File: src/rtl/rv32i_pkg.sv
// Shared types and constants for the rv32i core: datapath widths, ALU opcodes
// and operand-select encodings.
package rv32i_pkg;

  localparam int unsigned DPW = 32;
  localparam int unsigned RAW = 5;

  // 4-bit code leaves room for unused encodings, which the ALU turns into 0
  typedef enum logic [3:0] {
    ADD_OP  = 4'd0,
    SUB_OP  = 4'd1,
    SLT_OP  = 4'd2,
    SLTU_OP = 4'd3,
    AND_OP  = 4'd4,
    OR_OP   = 4'd5,
    XOR_OP  = 4'd6
  } alu_op_t;

  localparam logic A_SEL_RS1 = 1'b0;
  localparam logic A_SEL_PC  = 1'b1;
  localparam logic B_SEL_RS2 = 1'b0;
  localparam logic B_SEL_IMM = 1'b1;

endpackage

File: src/rtl/adder_sub.sv
// Shared adder/subtractor; also exposes carry-out and signed overflow so the
// compare ops can be derived from the difference.
module adder_sub
  import rv32i_pkg::*;
(
  input  alu_op_t        op,
  input  logic [DPW-1:0] a,
  input  logic [DPW-1:0] b,
  output logic [DPW-1:0] sum,
  output logic           cout,
  output logic           ovf
);

  logic           sub;
  logic [DPW-1:0] b_eff;
  logic [DPW:0]   full;

  assign sub   = (op == SUB_OP);
  assign b_eff = sub ? ~b : b;
  assign full  = {1'b0, a} + {1'b0, b_eff} + {{DPW{1'b0}}, sub};
  assign sum   = full[DPW-1:0];
  assign cout  = full[DPW];
  assign ovf   = (a[DPW-1] == b_eff[DPW-1]) && (sum[DPW-1] != a[DPW-1]);

endmodule

File: src/rtl/fwd_mux.sv
// Priority operand forwarding for one source register: mem beats wb beats
// the register-file value; x0 always reads as zero.
module fwd_mux
  import rv32i_pkg::*;
(
  input  logic [RAW-1:0] addr,
  input  logic [DPW-1:0] id_data,
  input  logic           mem_wen,
  input  logic [RAW-1:0] mem_addr,
  input  logic [DPW-1:0] mem_data,
  input  logic           wb_wen,
  input  logic [RAW-1:0] wb_addr,
  input  logic [DPW-1:0] wb_data,
  output logic [DPW-1:0] data
);

  logic addr_nz;
  assign addr_nz = (addr != '0);

  always_comb begin
    data = '0;
    if (addr_nz) begin
      if (mem_wen && (mem_addr == addr))     data = mem_data;
      else if (wb_wen && (wb_addr == addr))  data = wb_data;
      else                                   data = id_data;
    end
  end

endmodule

File: src/rtl/ex_stage.sv
// Execute stage: forwards and selects operands, computes the ALU result and
// holds it in a single valid/ready output slot for the memory stage.
module ex_stage
  import rv32i_pkg::*;
(
  input  logic           clk,
  input  logic           arst,
  input  logic           id_valid,
  output logic           id_ready,
  input  logic [DPW-1:0] id_pc,
  input  logic [DPW-1:0] id_rs1_data,
  input  logic [DPW-1:0] id_rs2_data,
  input  logic [DPW-1:0] id_imm,
  input  logic [RAW-1:0] id_rs1_addr,
  input  logic [RAW-1:0] id_rs2_addr,
  input  logic [RAW-1:0] id_rd_addr,
  input  logic           id_rd_wen,
  input  alu_op_t        id_opcode,
  input  logic           id_a_sel,
  input  logic           id_b_sel,
  input  logic           mem_fwd_wen,
  input  logic [RAW-1:0] mem_fwd_addr,
  input  logic [DPW-1:0] mem_fwd_data,
  input  logic           wb_fwd_wen,
  input  logic [RAW-1:0] wb_fwd_addr,
  input  logic [DPW-1:0] wb_fwd_data,
  input  logic           flush,
  output logic           ex_valid,
  input  logic           ex_ready,
  output logic [DPW-1:0] ex_result,
  output logic [RAW-1:0] ex_rd_addr,
  output logic           ex_rd_wen
);

  logic [DPW-1:0] rs1_fwd, rs2_fwd, opr_a, opr_b, sum, alu_res;
  logic           cout, ovf, lt_s, lt_u, load;
  alu_op_t        add_op;

  logic           valid_q, valid_d;
  logic [DPW-1:0] result_q, result_d;
  logic [RAW-1:0] rd_addr_q, rd_addr_d;
  logic           rd_wen_q, rd_wen_d;

  fwd_mux u_fwd_rs1 (
    .addr(id_rs1_addr), .id_data(id_rs1_data),
    .mem_wen(mem_fwd_wen), .mem_addr(mem_fwd_addr), .mem_data(mem_fwd_data),
    .wb_wen(wb_fwd_wen), .wb_addr(wb_fwd_addr), .wb_data(wb_fwd_data),
    .data(rs1_fwd)
  );

  fwd_mux u_fwd_rs2 (
    .addr(id_rs2_addr), .id_data(id_rs2_data),
    .mem_wen(mem_fwd_wen), .mem_addr(mem_fwd_addr), .mem_data(mem_fwd_data),
    .wb_wen(wb_fwd_wen), .wb_addr(wb_fwd_addr), .wb_data(wb_fwd_data),
    .data(rs2_fwd)
  );

  assign opr_a = (id_a_sel == A_SEL_PC)  ? id_pc  : rs1_fwd;
  assign opr_b = (id_b_sel == B_SEL_IMM) ? id_imm : rs2_fwd;

  assign add_op = ((id_opcode == SUB_OP) || (id_opcode == SLT_OP) ||
                   (id_opcode == SLTU_OP)) ? SUB_OP : ADD_OP;

  adder_sub u_adder_sub (
    .op(add_op), .a(opr_a), .b(opr_b),
    .sum(sum), .cout(cout), .ovf(ovf)
  );

  // a - b computed as a + ~b + 1: no carry out means an unsigned borrow
  assign lt_s = sum[DPW-1] ^ ovf;
  assign lt_u = ~cout;

  always_comb begin
    alu_res = '0;
    case (id_opcode)
      ADD_OP, SUB_OP: alu_res = sum;
      SLT_OP:         alu_res = {{(DPW-1){1'b0}}, lt_s};
      SLTU_OP:        alu_res = {{(DPW-1){1'b0}}, lt_u};
      AND_OP:         alu_res = opr_a & opr_b;
      OR_OP:          alu_res = opr_a | opr_b;
      XOR_OP:         alu_res = opr_a ^ opr_b;
      default:        alu_res = '0;
    endcase
  end

  assign id_ready = !valid_q || ex_ready;
  assign load     = id_valid && id_ready;

  always_comb begin
    valid_d   = valid_q;
    result_d  = result_q;
    rd_addr_d = rd_addr_q;
    rd_wen_d  = rd_wen_q;
    if (flush) begin
      valid_d  = 1'b0;
      rd_wen_d = 1'b0;
    end else if (load) begin
      valid_d   = 1'b1;
      result_d  = alu_res;
      rd_addr_d = id_rd_addr;
      rd_wen_d  = id_rd_wen;
    end else if (ex_ready) begin
      valid_d = 1'b0;
    end
  end

  always_ff @(posedge clk or posedge arst) begin
    if (arst) begin
      valid_q   <= 1'b0;
      result_q  <= '0;
      rd_addr_q <= '0;
      rd_wen_q  <= 1'b0;
    end else begin
      valid_q   <= valid_d;
      result_q  <= result_d;
      rd_addr_q <= rd_addr_d;
      rd_wen_q  <= rd_wen_d;
    end
  end

  assign ex_valid   = valid_q;
  assign ex_result  = result_q;
  assign ex_rd_addr = rd_addr_q;
  assign ex_rd_wen  = rd_wen_q;

endmodule

File: config.mk
export PLATFORM = sky130hd
export DESIGN_NAME = ex_stage
export DESIGN_NICKNAME = d
export VERILOG_FILES = /design/src/rtl/rv32i_pkg.sv /design/src/rtl/adder_sub.sv /design/src/rtl/fwd_mux.sv /design/src/rtl/ex_stage.sv
export SDC_FILE = /design/constraint.sdc
export NUM_CORES = 1
export LEC_CHECK = 0
export ABC_AREA = 1
export CORE_AREA = 3 3 138 140
export CTS_CLUSTER_SIZE = 16
export DETAILED_ROUTE_END_ITERATION = 16
export DIE_AREA = 0 0 141 143
export PLACE_DENSITY = 0.77
export SLEW_MARGIN = 5
export SYNTH_ARGS = -nofsm -noshare
export SYNTH_HDL_FRONTEND = slang
export SYNTH_SLANG_ARGS = --single-unit
File: constraint.sdc
create_clock -name clk -period 1.4 [get_ports clk]
set_input_delay 0.42 -clock clk [delete_from_list [all_inputs] [get_ports clk]]
set_output_delay 0.42 -clock clk [all_outputs]
set_load 0.02 [all_outputs]
# --- Yosys cells after proc, flatten, opt, wreduce, memory -nomap -nowiden ---
# Cells that the tools add are included.
classes:
  muxes: 16
  bitwise: 7
  eq_ne: 13
  n_addsub: 2
  n_reduce_logical: 17
op_table:
  columns: ["cell", "count"]
  rows:
  - ["32-bit two-way mux", 9]
  - ["32-bit case mux with 6 select lines", 1]
  - ["32-bit by 32-bit adder with 33-bit output", 1]
  - ["33-bit by 1-bit adder with 33-bit output", 1]
  - ["32-bit AND", 1]
  - ["32-bit NOT", 1]
  - ["32-bit OR", 1]
  - ["32-bit bitwise XOR", 1]
  - ["5-bit equality test", 4]
  - ["4-bit by 3-bit equality test with 1-bit output (second input constant)", 3]
  - ["5-bit nonzero test", 2]
  - ["4-bit by 2-bit equality test with 1-bit output (second input constant)", 2]
  - ["1-bit logical AND", 6]
  - ["1-bit two-way mux", 6]
  - ["4-bit by 1-bit equality test with 1-bit output (second input constant)", 1]
  - ["4-bit zero test", 1]
  - ["1-bit logical OR", 3]
  - ["3-bit nonzero test", 1]
  - ["1-bit NOT", 2]
  - ["2-bit AND reduction", 1]
  - ["2-bit nonzero test", 1]
  - ["2-bit OR reduction", 1]
  - ["1-bit equality test", 1]
  - ["1-bit equality test (second input constant)", 1]
  - ["other kinds (3)", 3]
totals:
  inputBits: 231
  register_bits: 39
  wordCells: 59

# --- Longest topological paths before layout ---
depth:
  ltp_word: 14
  ltp_mapped: 32

# --- Hierarchy ---
# From an unflattened synthesis, not the netlist that was laid out.
hier_totals:
  cells_unflattened: 1675
  area_unflattened_um2: 9397.8
by_module_without_submodules:
  columns: ["mod", "area_each_um2", "instances", "seq_area_each_um2", "cells_each"]
  rows:
  - ["ex_stage", 4413.0, 1, 975.9, 712]
  - ["fwd_mux", 1372.6, 2, 0.0, 299]
  - ["adder_sub", 2239.6, 1, 0.0, 365]

# --- Worst setup path before layout ---
# OpenSTA, ideal clock, no wires.
synth_timing:
  path_type: "input to register"
  start: "input wb_fwd_addr[1]"
  end: "register result_q[24] (netlist: ex_result[24])"
  setup_ps: 117
  cell_stages: 28
  slack_ps: -2471
  required_ps: 1283
  arrival_time_ps: 3754
  path_cell_list: "inv_1 -> nand2_1 -> nand3_1 -> nor2_2 -> nand2_2 -> clkbuf_1 -> mux2_2 -> o21ai_0 -> nand2_1 -> xor2_1 -> fa_1 -> nand2_1 -> nand2_1 -> nand2_1 -> nand2_1 -> a21oi_1 -> o21ai_1 -> a21o_1 -> nand2_1 -> nand2_1 -> a21oi_1 -> o21ai_1 -> nand2_1 -> nand3b_1 -> nand3_1 -> nand2_1 -> nand2_1 -> nand2_1"
synth_between:
  elab_chain_cells: 11
  elab_cells_between_ends: 20
synth_lines:
  columns: ["item", "line", "text"]
  rows:
  - ["start: declaration", "ex_stage.sv:25", "input logic [RAW-1:0] wb_fwd_addr,"]
  - ["5-bit equality test", "fwd_mux.sv:24", "else if (wb_wen && (wb_addr == addr)) data = wb_data;"]
  - ["1-bit logical AND", "fwd_mux.sv:24", null]
  - ["32-bit two-way mux", "fwd_mux.sv:24", null]
  - ["32-bit two-way mux", "fwd_mux.sv:23", "if (mem_wen && (mem_addr == addr)) data = mem_data;"]
  - ["32-bit two-way mux", "fwd_mux.sv:22", "if (addr_nz) begin"]
  - ["32-bit two-way mux", "ex_stage.sv:59", "assign opr_b = (id_b_sel == B_SEL_IMM) ? id_imm : rs2_fwd;"]
  - ["32-bit NOT", "adder_sub.sv:19", "assign b_eff = sub ? ~b : b;"]
  - ["32-bit two-way mux", "adder_sub.sv:19", null]
  - ["32-bit by 32-bit adder with 33-bit output", "adder_sub.sv:20", "assign full = {1'b0, a} + {1'b0, b_eff} + {{DPW{1'b0}}, sub};"]
  - ["33-bit by 1-bit adder with 33-bit output", "adder_sub.sv:20", null]
  - ["32-bit case mux with 6 select lines *", "ex_stage.sv:75", "case (id_opcode)"]
  - ["end signal: assignment", "ex_stage.sv:115", "result_q <= result_d;"]
  - ["end: declaration", "ex_stage.sv:40", "logic [DPW-1:0] result_q, result_d;"]
# Every way passes the cells marked *; elsewhere a longest branch is shown, timed or not.
# A chain may end at the register's enable or synchronous reset.

# --- Worst setup path after layout ---
# Ends and elaborated chain as after synthesis.

==> results <==
- The run finished, with violations left.
- The final reports fail on setup timing.
- The floorplan die height is 143 µm.
- The power per cell area is 683 mW/mm².
- Along the worst path, the maximum fanout reaches 6.
- CTS built an H-tree with a depth of 2.
- The layout overhead on the synthesized area is 97.4%.
- The minimum setup slack among reg-to-reg paths is -0.02 ns.
- The die area is ~0.02 mm².
- The number of hold-slack violations in the final timing report is 0.
- The first-pass detailed-route iteration total is 5.
- The CTS tree is done.
- Counting flops and latches in the post-synthesis netlist gives 39.
- The max capacitance violation total is 0.
- The post-placement cell area is 0.0130 mm².
- The total number of placement rows is 49.
- The worst max-slew margin expressed relative to the limit is 65.6%.
- The count of nets left with antenna violations once routing finished came out at 0.
- The clock transition at the register clock pins on the worst setup and hold paths after CTS is 0.06 ns.
- The quantity of I/O buffers inserted on ports is 270.
- Summing every instance area after synthesis gives 0.00779 mm².
- The netlist uses 45 different library cells.
- Dividing the detail-routed wire length by the instance count gives 21.1 µm.
- The setup path with the least slack is of type input port to flop.
- Once routing completed, OpenROAD measured the worst setup slack at -2.43 ns.
- At the pin with the least slew margin, the transition time is slightly above 0.5 ns.
- Per report_power, the sequential group accounts for 13.2% of the total.
- A synthesized cell averages 6.03 µm².
- The first routing iteration left 1,198 violations.
- The post-route DRC violation count is 0.
- Routability-driven placement finished with a final weighted congestion of 1.01.
- The initial antenna violation count is 0.
- The kind of start point of the critical path is an input port.
- The worst hold path terminates at ex_result[26].
- The clock network fraction of design power is between 10% and 20%.
- The fraction of registers with async set/reset is 100%.
- The most used cell along the critical path is sky130_fd_sc_hd__nand2_1.
- The ratio of routed vias to standard cells is slightly below 6.
- After global routing the overflow that remains totals 0.
- The final net count is 2,213.
- The final clock period utilization by the worst path is 274%.
- The endpoint identified for the worst register-to-register timing path is ex_result[2].
- The overall routing resource usage is 38.1%.
- The worst setup path is captured at a flop.
- The number of nets in the synthesized netlist is approximately 1,600.
- Setup violations remaining at the end of the flow were counted as 33.
- The worst hold path was traced through 2 stages.
- Summed over all cells, the static leakage comes to 7.79 nW.
- Among all flip-flop cells after synthesis, the most frequent one is sky130_fd_sc_hd__dfrtp_1.
- The effective utilization at floorplan is 43.4%.
- The maximum vdd drop is 946 µV.
- The first global-routing pass estimated 61.4 mm of wire.
- The cell total after placement is 2,020.
- The via count of the first global-routing pass was around 12,000.
- Based on the critical path, the design can be clocked at up to roughly 260 MHz.
- Synthesis produced 1,291 cells.
- The routed design could run at a clock period as short as 3.83 ns.
- At the worst endpoint, the required time is 1.59 ns.
- The layout cell share with drive strength beyond 1 is 41.5%.
- The clock passes through at most 2 buffers.
- The root buffer cell chosen for the clock tree is sky130_fd_sc_hd__clkbuf_16.
- The cell at the slowest stage of the critical path is sky130_fd_sc_hd__ha_1.
- The max-slew violation count is 0.
- Setup repair after global routing could not meet its margin everywhere.
- Summing the sequential cell areas from Yosys gives 12.5% of the chip area.
- Among cell families on the critical path, the largest total delay comes from simple AND/OR/NAND/NOR gates.
- The largest incremental delay on the critical path is 0.35 ns.
- The arrival time reported for the critical path endpoint is 4.02 ns.
- The number of CTS-inserted buffers is 5.
- The beginning of the worst hold path is ex_result[26].
- The area of the core region is 0.0180 mm².
- The internal power of the cells is ~5.8 mW.
- Yosys printed 0 warnings.
- The final instance count without filler cells is 2,116.
- Counting both buffers and inverters, the worst setup path holds a total of 5.
- The number of cells on the worst reg-to-reg path is 7.
- The area of all placed cells without fillers is 0.0154 mm².
- The critical path crosses 28 cells after its start point.
- Across all layers, the routed design uses 12,369 vias.
- Overall power consumption after layout is estimated at between 10 and 15 mW.
- The leading cell type in the layout, fill and taps excluded is sky130_fd_sc_hd__nand2_1.
- 0 antenna diodes ended up in the layout.
- The detailed-route wire length is 44.7 mm.
- The largest net degree at the start of global routing is 40.
- For this design, the sink count on the clock tree is 39.
- The sum of negative setup slack is -68.06 ns.
- The switching share of total power is 44.9%.
- The clock insertion delay at the later pin of the skew report is 0.29 ns.
- The synthesized design contains 0 enable-type register cells.
- The I/O pin count is 271.
- The post-route clock skew is ~0.0037 ns.
- The net switching power is around 4.7 mW.
- Summed over all nets, the half-perimeter wirelength after detailed placement is 30.1 mm.
- Once layout is complete, the utilization of the core stands at 85.6%.
- The proportion of power drawn by combinational gates is 76.0%.
- From left edge to right edge, the die measures 141 µm.
- The launch point of the worst reg-to-reg path is ex_valid.
- Counting the fill cells in the layout gives 1,026.
- The path class of the tightest hold or removal check is flop to flop.
- In the layout the commonest cells are sky130_fd_sc_hd__nand2_1, sky130_fd_sc_hd__buf_4, sky130_fd_sc_hd__clkdlybuf4s50_1, sky130_fd_sc_hd__inv_1, sky130_fd_sc_hd__ha_1.
how the worst max path moves through the flow:
stage / startpoint / to
2_1_floorplan: wb_fwd_addr[2] / ex_result[24]
3_3_place_gp: id_rs2_addr[2] / ex_result[24]
3_5_place_dp: id_rs2_addr[2] / ex_result[24]
4_1_cts: wb_fwd_addr[4] / ex_result[22]
5_1_grt: id_rs2_addr[1] / ex_result[14]
6_report: wb_fwd_addr[1] / ex_result[24]
repair_timing:
| action | CTS | global route |
|---|---|---|
| gates resized for setup | 363 | 156 |
| hold buffers | 0 | 0 |
| gates cloned | 0 | 0 |
| hold endpoints to repair | 0 | 0 |
| setup endpoints to repair | 53 | 43 |
| buffers inserted | 70 | 32 |
| pin swaps | 104 | 116 |
cell usage after synthesis, types with 3 or more instances:
cell type | instances | share of area [%]
sky130_fd_sc_hd__ha_1 | 95 | 15
sky130_fd_sc_hd__o21ai_1 | 8 | 0.51
sky130_fd_sc_hd__xor2_1 | 32 | 3.6
sky130_fd_sc_hd__nand3_1 | 56 | 3.6
sky130_fd_sc_hd__nand4_1 | 4 | 0.32
sky130_fd_sc_hd__nand3b_1 | 3 | 0.29
sky130_fd_sc_hd__nand2_4 | 4 | 0.58
sky130_fd_sc_hd__a21oi_1 | 97 | 6.2
sky130_fd_sc_hd__clkbuf_1 | 47 | 2.3
sky130_fd_sc_hd__nor2_1 | 64 | 3.1
sky130_fd_sc_hd__inv_1 | 153 | 7.4
sky130_fd_sc_hd__dfrtp_1 | 39 | 13
sky130_fd_sc_hd__o21ai_0 | 69 | 4.4
sky130_fd_sc_hd__inv_2 | 12 | 0.58
sky130_fd_sc_hd__a31oi_1 | 3 | 0.24
sky130_fd_sc_hd__nor2_2 | 5 | 0.40
sky130_fd_sc_hd__a211oi_1 | 4 | 0.39
sky130_fd_sc_hd__buf_1 | 6 | 0.29
sky130_fd_sc_hd__nor3_1 | 13 | 0.84
sky130_fd_sc_hd__o2111ai_1 | 15 | 1.7
sky130_fd_sc_hd__nand2_2 | 15 | 1.2
sky130_fd_sc_hd__o21a_1 | 4 | 0.39
sky130_fd_sc_hd__nand3_2 | 3 | 0.39
sky130_fd_sc_hd__mux2_2 | 30 | 4.3
sky130_fd_sc_hd__a22oi_1 | 3 | 0.29
sky130_fd_sc_hd__nand2_1 | 439 | 21
sky130_fd_sc_hd__or2_2 | 3 | 0.24
sky130_fd_sc_hd__a221oi_1 | 14 | 1.6
sky130_fd_sc_hd__a32oi_1 | 28 | 3.1
metal layers:
layer / part of all wire [%] / routed length [µm] / track usage (%)
met1: 34 / 15200 / 42.3
met2: 48 / 21400 / 68.9
met3: 8.8 / 3940 / 4.82
met4: 9.4 / 4180 / 24.1
met5: 0 / 0 / 0
power groups by stage:
| stage | Combinational [mW] | Sequential [mW] | Clock [mW] |
|---|---|---|---|
| floorplan | 2.56 | 1.59 | 0 |
| global placement | 5.76 | 1.39 | 0 |
| detailed placement | 5.88 | 1.40 | 0 |
| CTS | 6.87 | 1.38 | 1.14 |
| global route | 8.42 | 1.40 | 1.16 |
| finish | 7.98 | 1.39 | 1.14 |
final cells by class:
cell class / instances / area, µm² / share of cell area (%)
repair buffers: 645 / 5820 / 37.8
flip-flops and latches: 39 / 976 / 6.35
multi-input cells: 1029 / 7500 / 48.8
clock buffers: 7 / 133 / 0.863
inverters: 166 / 659 / 4.29
clock inverters: 1 / 5.00 / 0.0325
well taps: 229 / 287 / 1.86
metrics by stage:
step           hold WS [ns]  setup slack [ns]
6_report              0.474             -2.43
5_1_grt               0.511             -2.59
4_1_cts               0.467             -2.18
3_5_place_dp          0.459             -3.14
3_3_place_gp          0.454             -3.07
2_1_floorplan         0.483             -2.17
cell families (layout without fill, tap and decap cells):
family          Yosys count  in the layout  synth area share (%)
simple gates            616            616                  33.1
compound gates          254            254                  19.9
buf+inv                 223            819                  10.9
fa+ha+maj                96             96                  15.5
flops                    39             39                  12.5
xor+xnor                 33             33                  3.71
mux                      30             30                  4.34
tightest hold or removal path: cells and delay by family, from the launching register on:
| kind | cells | cell delay (ns) |
|---|---|---|
| simple gates | 2 | 0.10 |
| flops | 1 | 0.34 |
sequential cells by signal, indices dropped and copies added, names as in the netlist:
register	count
ex_rd_addr	5
ex_rd_wen	1
ex_result	32
ex_valid	1
No activity file was read; power rests on OpenSTA's default activity.
